==> src/rtl/keypad_scanner.sv <==
// keypad_scanner: 4x4 keypad column scanner with row synchronizer, per-scan debounce and key strobe.
// Define KEYPAD_REPEAT_EN to auto-repeat key_valid while a key is held.
module keypad_scanner #(
  parameter int unsigned SETTLE_CYCLES  = 100000,
  parameter int unsigned DEBOUNCE_SCANS = 4,
  parameter int unsigned REPEAT_SCANS   = 125
) (
  input  logic       clk,
  input  logic       rst_n,
  input  logic [3:0] row_n,
  output logic [3:0] col_n,
  output logic [3:0] key_code,
  output logic       key_valid,
  output logic       key_down
);
  localparam int unsigned CNT_W = (SETTLE_CYCLES > 2) ? $clog2(SETTLE_CYCLES) : 1;
  localparam int unsigned DB_W  = $clog2(DEBOUNCE_SCANS + 1);
  localparam logic [CNT_W-1:0] SLOT_LAST = CNT_W'(SETTLE_CYCLES - 1);
  localparam logic [DB_W-1:0]  DB_MAX    = DB_W'(DEBOUNCE_SCANS);

  typedef enum logic [2:0] {IDLE, COL0, COL1, COL2, COL3} state_t;

  if (SETTLE_CYCLES < 4 || DEBOUNCE_SCANS < 1 || REPEAT_SCANS < 1) begin : g_param_check
    $error("keypad_scanner: parameter out of range");
  end

  state_t           state, state_nxt;
  logic [CNT_W-1:0] cnt, cnt_nxt;
  logic [3:0]       col_nxt;
  logic             slot_end_c;
  logic [3:0]       row_s1, row_s2;
  logic [3:0]       pressed_c;
  logic             hit_c;
  logic [1:0]       row_idx_c, col_idx_c;
  logic             acc_valid, cand_valid, prev_valid, eval;
  logic [3:0]       acc_code, cand_code, prev_code;
  logic [DB_W-1:0]  stable, stable_nxt_c;
  logic             same_c, accept_c, new_key_c;

  function automatic logic [3:0] key_map(input logic [1:0] r, input logic [1:0] c);
    case ({r, c})
      4'h0: key_map = 4'h1;  4'h1: key_map = 4'h2;  4'h2: key_map = 4'h3;  4'h3: key_map = 4'hA;
      4'h4: key_map = 4'h4;  4'h5: key_map = 4'h5;  4'h6: key_map = 4'h6;  4'h7: key_map = 4'hB;
      4'h8: key_map = 4'h7;  4'h9: key_map = 4'h8;  4'hA: key_map = 4'h9;  4'hB: key_map = 4'hC;
      4'hC: key_map = 4'h0;  4'hD: key_map = 4'hF;  4'hE: key_map = 4'hE;  default: key_map = 4'hD;
    endcase
  endfunction

  // Two-flop synchronizer; idle rows read as released.
  always_ff @(posedge clk or negedge rst_n) begin
    if (!rst_n) begin
      row_s1 <= 4'hF;
      row_s2 <= 4'hF;
    end else begin
      row_s1 <= row_n;
      row_s2 <= row_s1;
    end
  end

  always_ff @(posedge clk or negedge rst_n) begin
    if (!rst_n) begin
      state <= IDLE;
      cnt   <= '0;
      col_n <= 4'b1111;
    end else begin
      state <= state_nxt;
      cnt   <= cnt_nxt;
      col_n <= col_nxt;
    end
  end

  // IDLE lasts one cycle after reset so col_n and the slot counter start aligned.
  always_comb begin
    state_nxt  = state;
    cnt_nxt    = cnt;
    slot_end_c = 1'b0;
    if (state == IDLE) begin
      state_nxt = COL0;
      cnt_nxt   = '0;
    end else if (cnt == SLOT_LAST) begin
      slot_end_c = 1'b1;
      cnt_nxt    = '0;
      case (state)
        COL0:    state_nxt = COL1;
        COL1:    state_nxt = COL2;
        COL2:    state_nxt = COL3;
        default: state_nxt = COL0;
      endcase
    end else begin
      cnt_nxt = cnt + CNT_W'(1);
    end
  end

  always_comb begin
    col_nxt   = 4'b1111;
    col_idx_c = 2'd0;
    case (state_nxt)
      COL0:    col_nxt = 4'b1110;
      COL1:    col_nxt = 4'b1101;
      COL2:    col_nxt = 4'b1011;
      COL3:    col_nxt = 4'b0111;
      default: col_nxt = 4'b1111;
    endcase
    case (state)
      COL1:    col_idx_c = 2'd1;
      COL2:    col_idx_c = 2'd2;
      COL3:    col_idx_c = 2'd3;
      default: col_idx_c = 2'd0;
    endcase
  end

  always_comb begin
    pressed_c = ~row_s2;
    hit_c     = |pressed_c;
    if (pressed_c[0])      row_idx_c = 2'd0;
    else if (pressed_c[1]) row_idx_c = 2'd1;
    else if (pressed_c[2]) row_idx_c = 2'd2;
    else                   row_idx_c = 2'd3;
  end

  // First hit in scan order wins; the scan result is handed to debounce after COL3.
  always_ff @(posedge clk or negedge rst_n) begin
    if (!rst_n) begin
      acc_valid  <= 1'b0;
      acc_code   <= 4'h0;
      cand_valid <= 1'b0;
      cand_code  <= 4'h0;
      eval       <= 1'b0;
    end else begin
      eval <= 1'b0;
      if (slot_end_c) begin
        if (state == COL3) begin
          eval      <= 1'b1;
          acc_valid <= 1'b0;
          acc_code  <= 4'h0;
          if (acc_valid) begin
            cand_valid <= 1'b1;
            cand_code  <= acc_code;
          end else if (hit_c) begin
            cand_valid <= 1'b1;
            cand_code  <= key_map(row_idx_c, col_idx_c);
          end else begin
            cand_valid <= 1'b0;
            cand_code  <= 4'h0;
          end
        end else if (hit_c && !acc_valid) begin
          acc_valid <= 1'b1;
          acc_code  <= key_map(row_idx_c, col_idx_c);
        end
      end
    end
  end

  always_comb begin
    same_c       = ({cand_valid, cand_code} == {prev_valid, prev_code});
    stable_nxt_c = same_c ? ((stable == DB_MAX) ? DB_MAX : stable + DB_W'(1)) : DB_W'(1);
    accept_c     = (stable_nxt_c == DB_MAX) && !(same_c && (stable == DB_MAX));
    new_key_c    = cand_valid && (!key_down || (cand_code != key_code));
  end

`ifdef KEYPAD_REPEAT_EN
  localparam int unsigned REP_W = (REPEAT_SCANS > 1) ? $clog2(REPEAT_SCANS) : 1;
  localparam logic [REP_W-1:0] REP_LAST = REP_W'(REPEAT_SCANS - 1);
  logic [REP_W-1:0] rep_cnt;
  logic             hold_c;
  assign hold_c = same_c && (stable == DB_MAX) && cand_valid && key_down && (cand_code == key_code);
`endif

  always_ff @(posedge clk or negedge rst_n) begin
    if (!rst_n) begin
      prev_valid <= 1'b0;
      prev_code  <= 4'h0;
      stable     <= '0;
      key_code   <= 4'h0;
      key_down   <= 1'b0;
      key_valid  <= 1'b0;
`ifdef KEYPAD_REPEAT_EN
      rep_cnt    <= '0;
`endif
    end else begin
      key_valid <= 1'b0;
      if (eval) begin
        prev_valid <= cand_valid;
        prev_code  <= cand_code;
        stable     <= stable_nxt_c;
        if (accept_c) begin
          if (new_key_c) begin
            key_code  <= cand_code;
            key_down  <= 1'b1;
            key_valid <= 1'b1;
          end else if (!cand_valid) begin
            key_down <= 1'b0;
          end
        end
`ifdef KEYPAD_REPEAT_EN
        if (!hold_c) begin
          rep_cnt <= '0;
        end else if (rep_cnt == REP_LAST) begin
          rep_cnt   <= '0;
          key_valid <= 1'b1;
        end else begin
          rep_cnt <= rep_cnt + REP_W'(1);
        end
`endif
      end
    end
  end
endmodule

==> config.mk <==
export PLATFORM = sky130hd
export DESIGN_NAME = keypad_scanner
export DESIGN_NICKNAME = d
export VERILOG_FILES = /design/src/rtl/keypad_scanner.sv
export SDC_FILE = /design/constraint.sdc
export NUM_CORES = 1
export LEC_CHECK = 0
export ABC_CLOCK_PERIOD_IN_PS = 1860
export BUFFER_PORTS_ARGS = -buffer_cell sky130_fd_sc_hd__buf_2
export CAP_MARGIN = 20
export CELL_PAD_IN_SITES_DETAIL_PLACEMENT = 1
export CELL_PAD_IN_SITES_GLOBAL_PLACEMENT = 2
export CORE_UTILIZATION = 33
export CTS_BUF_LIST = sky130_fd_sc_hd__clkbuf_8
export CTS_CLUSTER_SIZE = 10
export DETAILED_ROUTE_END_ITERATION = 12
export PLACE_DENSITY = 0.68
export SYNTH_ARGS = -nofsm -noshare
export SYNTH_HDL_FRONTEND = slang
export SYNTH_SLANG_ARGS = --single-unit
==> constraint.sdc <==
create_clock -name clk -period 1.86 [get_ports clk]
set_clock_uncertainty 0.05 [all_clocks]
set_input_delay 0.372 -clock clk [delete_from_list [all_inputs] [get_ports clk]]
set_output_delay 0.372 -clock clk [all_outputs]
set_load 0.03 [all_outputs]
# After elaboration in Yosys (flattened, before gate mapping)
# Memories as Yosys holds them, arrays and structs flattened.
# Cells that the tools add are included.
totals:
  ram_bits: 0
  mem_count: 2
  wordCells: 79
  rom_bits: 128
  output_inout_bits: 10
  ff_bits: 57
  latchBits: 0
mem_list:
  columns: ["name", "depth", "width", "rd", "rd_clocked_by_memory_dff", "write_ports", "line_no", "rtl"]
  rows:
  - ["(no name shown)", 16, 4, 1, 0, 0, "41", "case ({r, c})"]
  - ["(no name shown)", 16, 4, 1, 0, 0, "41", null]
classes:
  bitwise: 1
  reduce_logical: 15
  n_addsub: 2
  eq_ne: 14
  n_lt_le_gt_ge: 0
  n_shift: 0
  muxes: 29
  multipliers: 0
  n_div: 0
op_table:
  columns: ["op", "n"]
  rows:
  - ["$mux W17", 2]
  - ["$add A17 B1 Y17 const B", 1]
  - ["$eq A17 B17 Y1 const B", 1]
  - ["$mux W4", 4]
  - ["$pmux W4 S4", 1]
  - ["$mux W1", 14]
  - ["$eq A3 B2 Y1 const B", 4]
  - ["$eq A3 B3 Y1 const B", 4]
  - ["$mux W3", 4]
  - ["$pmux W3 S3", 1]
  - ["$eq A3 B1 Y1 const B", 2]
  - ["$pmux W2 S3", 1]
  - ["$reduce_and A3 Y1", 2]
  - ["$eq A5 B5 Y1", 1]
  - ["$logic_and A1 B1 Y1", 4]
  - ["$mux W2", 2]
  - ["$ne A4 B4 Y1", 1]
  - ["$not A4 Y4", 1]
  - ["$reduce_and A2 Y1", 2]
  - ["$reduce_or A4 Y1", 1]
  - ["$add A3 B1 Y3 const B", 1]
  - ["$logic_not A1 Y1", 3]
  - ["$logic_not A3 Y1", 1]
  - ["$ne A2 B1 Y1 const B", 1]
  - ["2 further kinds", 2]

# Longest topological paths before layout
# Gate-level depths: netlist (run 1).
logic_depth:
  word_depth: 7
  ltp_mapped: 11

# Worst setup path before layout (run 1)
# Ideal clock, no wire load.
synth_timing:
  path_type: "register -> register"
  from: "register state[1]"
  to: "register acc_code[1]"
  slack_ps: -90
  stages_incl_launch_ff: 11
  n_path_buf: 1
  t_arrival_ps: 1776
  path_cell_list: "dfrtp_1 > buf_2 > nor2_1 > nand2_1 > nand2_1 > ha_1 > mux2i_1 > nand2_1 > a31oi_1 > nor2_1 > mux2_2"
synth_via:
  elab_chain_len: 5
  elab_cells_between_ends: 11
  classes_between: "eq/ne: 3; mux: 4; reduce/logical: 3; memory: 1"
synth_rtl:
  columns: ["item", "line_no", "rtl"]
  rows:
  - ["start, declared", "27", "state_t state, state_nxt;"]
  - ["start signal, assigned", "66", "state <= state_nxt;"]
  - ["$eq A3 B3 Y1 / $eq A3 B2 Y1 (equally long branches)", "104, 132", null]
  - ["$pmux W2 S3", "104", "case (state)"]
  - ["$mem_v2 Z16 W4", null, null]
  - ["$mux W4", "146", "end else if (hit_c && !acc_valid) begin"]
  - ["$mux W4", "132", "if (state == COL3) begin"]
  - ["end signal, assigned", "148", "acc_code <= key_map(row_idx_c, col_idx_c);"]
  - ["end, declared", "36", "logic [3:0] acc_code, cand_code, prev_code;"]
# Several ways; a longest one is shown, not always the timed one. The select of a mux whose other input is x is not followed.
# A chain may end at the register's enable or synchronous reset.

# Final worst setup path (run 1)
layout_timing:
  from: "register state[0]"
  to: "register acc_code[1]"
# The elaborated chain is that of the path after synthesis.

==> flow_summary.json, run 1 <==
{
  "status": "finished with violations",
  "violations": "setup timing",
  "max-slew-margin-rel_pct": 66.4,
  "p_sw_share_pct": 19.6,
  "synth-seq-area-share_pct": 52.6,
  "die_w_um": 93.2,
  "root_buffer": "clkbuf_8",
  "crit_fanout": 5,
  "synth_cell_types": 47,
  "fmaxAchievable_ghz": 0.528,
  "area_growth_pct": 43.2,
  "p_leak_uw": 0.00185,
  "synth_cells": 253,
  "power_density_mw_per_mm2": 754,
  "worst_pin_slew_ps": 504,
  "hpwl_um": 4290,
  "critPathCaptureType": "register",
  "ys_ff_latch": 57,
  "vias": 2127,
  "p_sw_uw": 581,
  "final_nets": 349,
  "gp_congestion": 0.745,
  "finalWorstSetupSlack_ps": -34.7,
  "maxCapViolCount": 0,
  "htreeDepth": 3,
  "cts_buffers": 9,
  "ios": 16,
  "diodes": 0,
  "intPower_uw": 2380,
  "antenna_found_initial": 0,
  "yosys.area_share.adder_pct": 2.74,
  "cts.sink_count": 57,
  "cp-start-kind": "register",
  "coreArea_mm2": 0.00789,
  "crit_required_ps": 2040,
  "drc": 0,
  "die_area_mm2": 0.00868,
  "synth.area.top_cells": "dfrtp_1 (41%), dfstp_2 (11%), xor2_1 (5.4%), mux2_2 (4.9%), nor2_1 (4.8%)",
  "grt_pass1_wl_um": 10900,
  "synth_xor_xnor_area_share_pct": 8.62,
  "avgSynthCellArea_um2": 10.8,
  "grtUsageTotal_pct": 16.2,
  "slew_violations": 0,
  "dr.pass1.iters": 5,
  "setup_viol": 2,
  "grt_max_degree": 38,
  "peakVddDrop_v": 0.000461,
  "synth-edff-count": 0,
  "routed_via_density": 4.79,
  "pwr-share-comb_pct": 2.4,
  "min_period_ps": 1890,
  "crit_type": "register to register",
  "synthTopCellsByCount": "dfrtp_1 (45), nor2_1 (35), nand2_1 (17), xor2_1 (17)",
  "synth_top_area_cell": "dfrtp_1",
  "seqPwrFrac_pct": 42.6,
  "ys.flop_type": "dfrtp_1",
  "synth_area_mm2": 0.00274,
  "tritoncts": "done",
  "grt_pass1_vias": 2316,
  "rsz0062_at_grt": "true",
  "drt_wl_total_um": 6270,
  "overflow": 0,
  "finalHoldViolCount": 0,
  "ant_nets": 0,
  "drive_above_1_share_pct": 46.2,
  "yosysMostFrequentCell": "dfrtp_1",
  "cts_buffer_depth": 2,
  "synth-async-reset-ratio_pct": 100,
  "wl_per_cell_um": 14.1,
  "syn-num-nets": 265,
  "holdWs_ps": 77.2,
  "report.power.total_uw": 2960,
  "path_clk_slew_ps": 70,
  "initial_core_util_pct": 34.8,
  "synth_top_area_share_pct": 41.1,
  "yosys_warnings": 0,
  "arrival_ps": 2070,
  "min_path_type": "input pin to register",
  "period_share_pct": 102,
  "synth_top_family_by_area": "simple AND/OR/NAND/NOR gates",
  "synth_compound_area_share_pct": 7.62,
  "muxShareOfSynthArea_pct": 6.07,
  "power_frac_clock_pct": 55.0,
  "row_count": 32,
  "io_buffers": 15,
  "die_h_um": 93.2,
  "synth_simple_gate_area_share_pct": 18.7,
  "clkLatencyLatePin_ps": 340,
  "drt_iter0_drc": 48
}
[layout by cell type, fill, tap and decap left out, types with 2 or more instances in the layout]
cell type,instances
a21oi_1,7
and3_1,2
buf_12,3
buf_2,15
buf_4,58
buf_6,5
bufinv_16,4
clkbuf_8,11
dfrtp_1,43
dfrtp_2,2
dfstp_2,12
ha_2,2
ha_4,3
inv_1,8
inv_2,3
mux2_2,9
mux2_4,4
nand2_1,13
nand2_2,3
nand2b_1,2
nand3_1,9
nand3b_1,3
nand4_1,5
nor2_1,33
nor2_4,2
nor2b_4,2
nor3_1,3
nor4_1,3
nor4b_4,2
o211ai_1,2
o21a_1,3
o21ai_0,4
o21ai_1,4
or2_4,2
xnor2_1,9
xor2_1,17
[per-layer routing]
layer  track usage [%]  wire, µm
met1              20.9      2980
met2              26.3      3040
met3              3.09       131
met4              7.44       120
met5                 0         0
[path summary, 6_finish.rpt]
check	to	cells after the start	slack (ps)	start
max reg2reg	acc_code[1]$_DFFE_PN0P_	8	-30	state[0]$_DFF_PN0_
min in group asynchronous	cnt[0]$_DFF_PN0_	2	490	rst_n
min reg2reg	row_s2[1]$_DFF_PN1_	0	300	row_s1[1]$_DFF_PN1_
max in group asynchronous	cnt[7]$_DFF_PN0_	3	710	rst_n
min	row_s1[2]$_DFF_PN1_	1	80	row_n[2]
max	acc_code[1]$_DFFE_PN0P_	8	-30	state[0]$_DFF_PN0_
[critical path, cell delays in order, from the launching register on]
cell     delay, ps
dfrtp_1        450
buf_4          170
nor2_4         160
ha_4           230
mux2i_1        140
nand2_1        110
a31oi_4        160
nor2_1          60
mux2_4         250
[timing repair]
| action | CTS | global route |
|---|---|---|
| setup endpoints to repair | 23 | 34 |
| pin swaps | 9 | 16 |
| hold buffers | 1 | 0 |
| setup buffers | 8 | 6 |
| gates resized for setup | 16 | 36 |
| endpoints found under the hold margin | 8 | 0 |
| cloned | 0 | 0 |
[sequential cells by signal, indices dropped and copies added, names as in the netlist]
register	cells
acc_code	4
acc_valid	1
cand_code	4
cand_valid	1
cnt	17
col_n	4
eval	1
key_code	4
key_down	1
key_valid	1
prev_code	4
prev_valid	1
row_s1	4
row_s2	4
stable	3
state	3
[logic make-up after synthesis]
kind of cell	Yosys count
buf+inv	20
xor+xnor	27
compound gates	31
simple gates	97
fa+ha+maj	6
mux	15
flops	57
[layout make-up]
type / count / area (µm²)
clock buffer: 11 / 151
clock inverter: 5 / 125
fill: 854 / 3960
inverter: 11 / 41.3
multi-input combinational: 176 / 1400
sequential: 57 / 1440
tap: 102 / 128
timing repair buffer: 82 / 637
[stage by stage]
stage / utilization [%] / setup TNS, ps / instance area [µm²] / worst slack [ps] / std cells
finish: 49.8 / -43.6 / 3930 / -34.7 / 444
global route: 49.8 / -329 / 3930 / -117 / 444
CTS: 47.4 / -80.0 / 3740 / -36.2 / 438
detailed placement: 42.2 / -597 / 3330 / -132 / 413
global placement: 42.2 / -399 / 3330 / -123 / 413
floorplan: - / -28.9 / 2780 / -28.9 / 253
[power groups by stage]
| stage | Combinational [µW] | Sequential [µW] | Clock, µW |
|---|---|---|---|
| floorplan | 16.2 | 1280 | 0 |
| global placement | 64.1 | 1280 | 0 |
| detailed placement | 64.6 | 1280 | 0 |
| CTS | 67.7 | 1260 | 1650 |
| global route | 79.7 | 1260 | 1700 |
| finish | 69.7 | 1260 | 1630 |
Power figures use the tool's default switching activity.
==> inputs of run 2 (changes only) <==
- CORE_ASPECT_RATIO: not set -> 0.5
==> flow_summary.json, run 2 (synthesis results as in run 1) <==
{
  "min_path_type": "input pin to register",
  "root_buffer": "clkbuf_8",
  "hpwl_um": 4340,
  "antenna_found_initial": 0,
  "min_period_ps": 1930,
  "gp_congestion": 0.746,
  "holdWs_ps": 64.6,
  "overflow": 0,
  "ios": 16,
  "worst_pin_slew_ps": 323,
  "place_ws_ps": -94.0,
  "tns_ps": -135,
  "drive_above_1_share_pct": 42.1,
  "cts.sink_count": 57,
  "initial_core_util_pct": 34.2,
  "dr.pass1.iters": 4,
  "crit_required_ps": 2100,
  "htreeDepth": 3,
  "finalWorstSetupSlack_ps": -74.3,
  "largest_reg_flops": 17,
  "arrival_ps": 2180,
  "rsz0062_at_grt": "true",
  "power_density_mw_per_mm2": 766,
  "vias": 2090,
  "wl_met2_um": 3390,
  "routed_via_density": 4.73,
  "period_share_pct": 104,
  "final_common_cell": "buf_4",
  "wl_per_cell_um": 15.2,
  "maxCapViolCount": 0,
  "finalHoldViolCount": 0,
  "area_growth_pct": 36.4,
  "violations": "setup timing",
  "crit_fanout": 4,
  "drt-met1-wl_um": 2980,
  "tritoncts": "done",
  "report.power.total_uw": 2860,
  "clkLatencyLatePin_ps": 360,
  "setup_viol": 3,
  "slew_violations": 0,
  "grt_max_degree": 58,
  "ant_nets": 0,
  "cp-start-kind": "register",
  "die_area_mm2": 0.00870,
  "die_w_um": 131,
  "drc": 0,
  "highest_layer": "met4",
  "cts_buffers": 9,
  "path_clk_slew_ps": 70,
  "cts_buffer_depth": 2,
  "grtUsageTotal_pct": 17.0,
  "row_count": 23,
  "critPathCaptureType": "register",
  "fmaxAchievable_ghz": 0.517,
  "drt_wl_total_um": 6700,
  "max_flop_register": "cnt",
  "diodes": 0,
  "p_leak_uw": 0.00178,
  "rr_worst_depth": 9,
  "coreArea_mm2": 0.00803,
  "grt_pass1_wl_um": 10600,
  "max-slew-margin-rel_pct": 78.5,
  "die_h_um": 66.5,
  "dr_wl_met3_um": 216,
  "final_nets": 337,
  "drt_iter0_drc": 50,
  "crit_type": "register to register",
  "final_cell_mix": "buf_4 (48), dfrtp_1 (43), nor2_1 (33), xor2_1 (17)",
  "status": "finished with violations",
  "holdPathStages": 1,
  "peakVddDrop_v": 0.000465,
  "io_buffers": 15,
  "grt_pass1_vias": 2148
}
## run 2: final cells by class
type	instances	area, µm²
flip-flops and latches	57	1440
well taps	112	140
clock buffers	9	124
repair buffers	70	515
clock inverters	7	134
inverters	11	41.3
fillers	889	4290
multi-input cells	176	1340
## run 2: routing by layer
layer  global-route usage [%]  vias up
met5                        0        -
met4                     7.18        0
met3                     6.99       10
met2                     28.0       21
met1                     19.5     1055
li1                         -     1004
## run 2: report_power, final
| group | total (µW) | internal, µW | switching (µW) |
|---|---|---|---|
| Sequential | 1260 | 1260 | 4.06 |
| Combinational | 69.3 | 23.5 | 45.9 |
| Clock | 1530 | 1020 | 518 |
## run 2: worst max-delay path: stages (launching register included)
cell and delay [ps]:
dfrtp_2 450, nor2b_4 140, nand2_1 70, nand2_1 80
ha_1 320, nor2b_4 130, a211oi_2 230, o21ai_2 90
o211ai_1 160, o21a_1 140
## run 2: timing repair
item | CTS | global route
endpoints found under the setup margin | 11 | 34
pin swaps | 12 | 13
gates resized for setup | 18 | 21
endpoints found under the hold margin | 45 | 0
cloned | 0 | 1
buffers inserted | 4 | 7
hold buffers | 1 | 0
## run 2: worst paths after layout
| kind | from | endpoint | slack [ps] |
|---|---|---|---|
| hold reg to reg | row_s1[2]$_DFF_PN1_ | row_s2[2]$_DFF_PN1_ | 310 |
| min in group asynchronous | rst_n | key_code[2]$_DFFE_PN0P_ | 490 |
| hold / removal | row_n[2] | row_s1[2]$_DFF_PN1_ | 60 |
| setup / recovery | state[1]$_DFF_PN0_ | cand_code[2]$_DFFE_PN0P_ | -70 |
| setup reg to reg | state[1]$_DFF_PN0_ | cand_code[2]$_DFFE_PN0P_ | -70 |
| max in group asynchronous | rst_n | row_s2[1]$_DFF_PN1_ | 930 |
## run 2: stage by stage
step / utilization (%) / cells / cell area [µm²]
finish: 46.6 / 442 / 3740
CTS: 45.1 / 434 / 3620
global route: 46.6 / 442 / 3740
global placement: 40.5 / 413 / 3250
detailed placement: 40.5 / 413 / 3250
floorplan: - / 253 / 2780
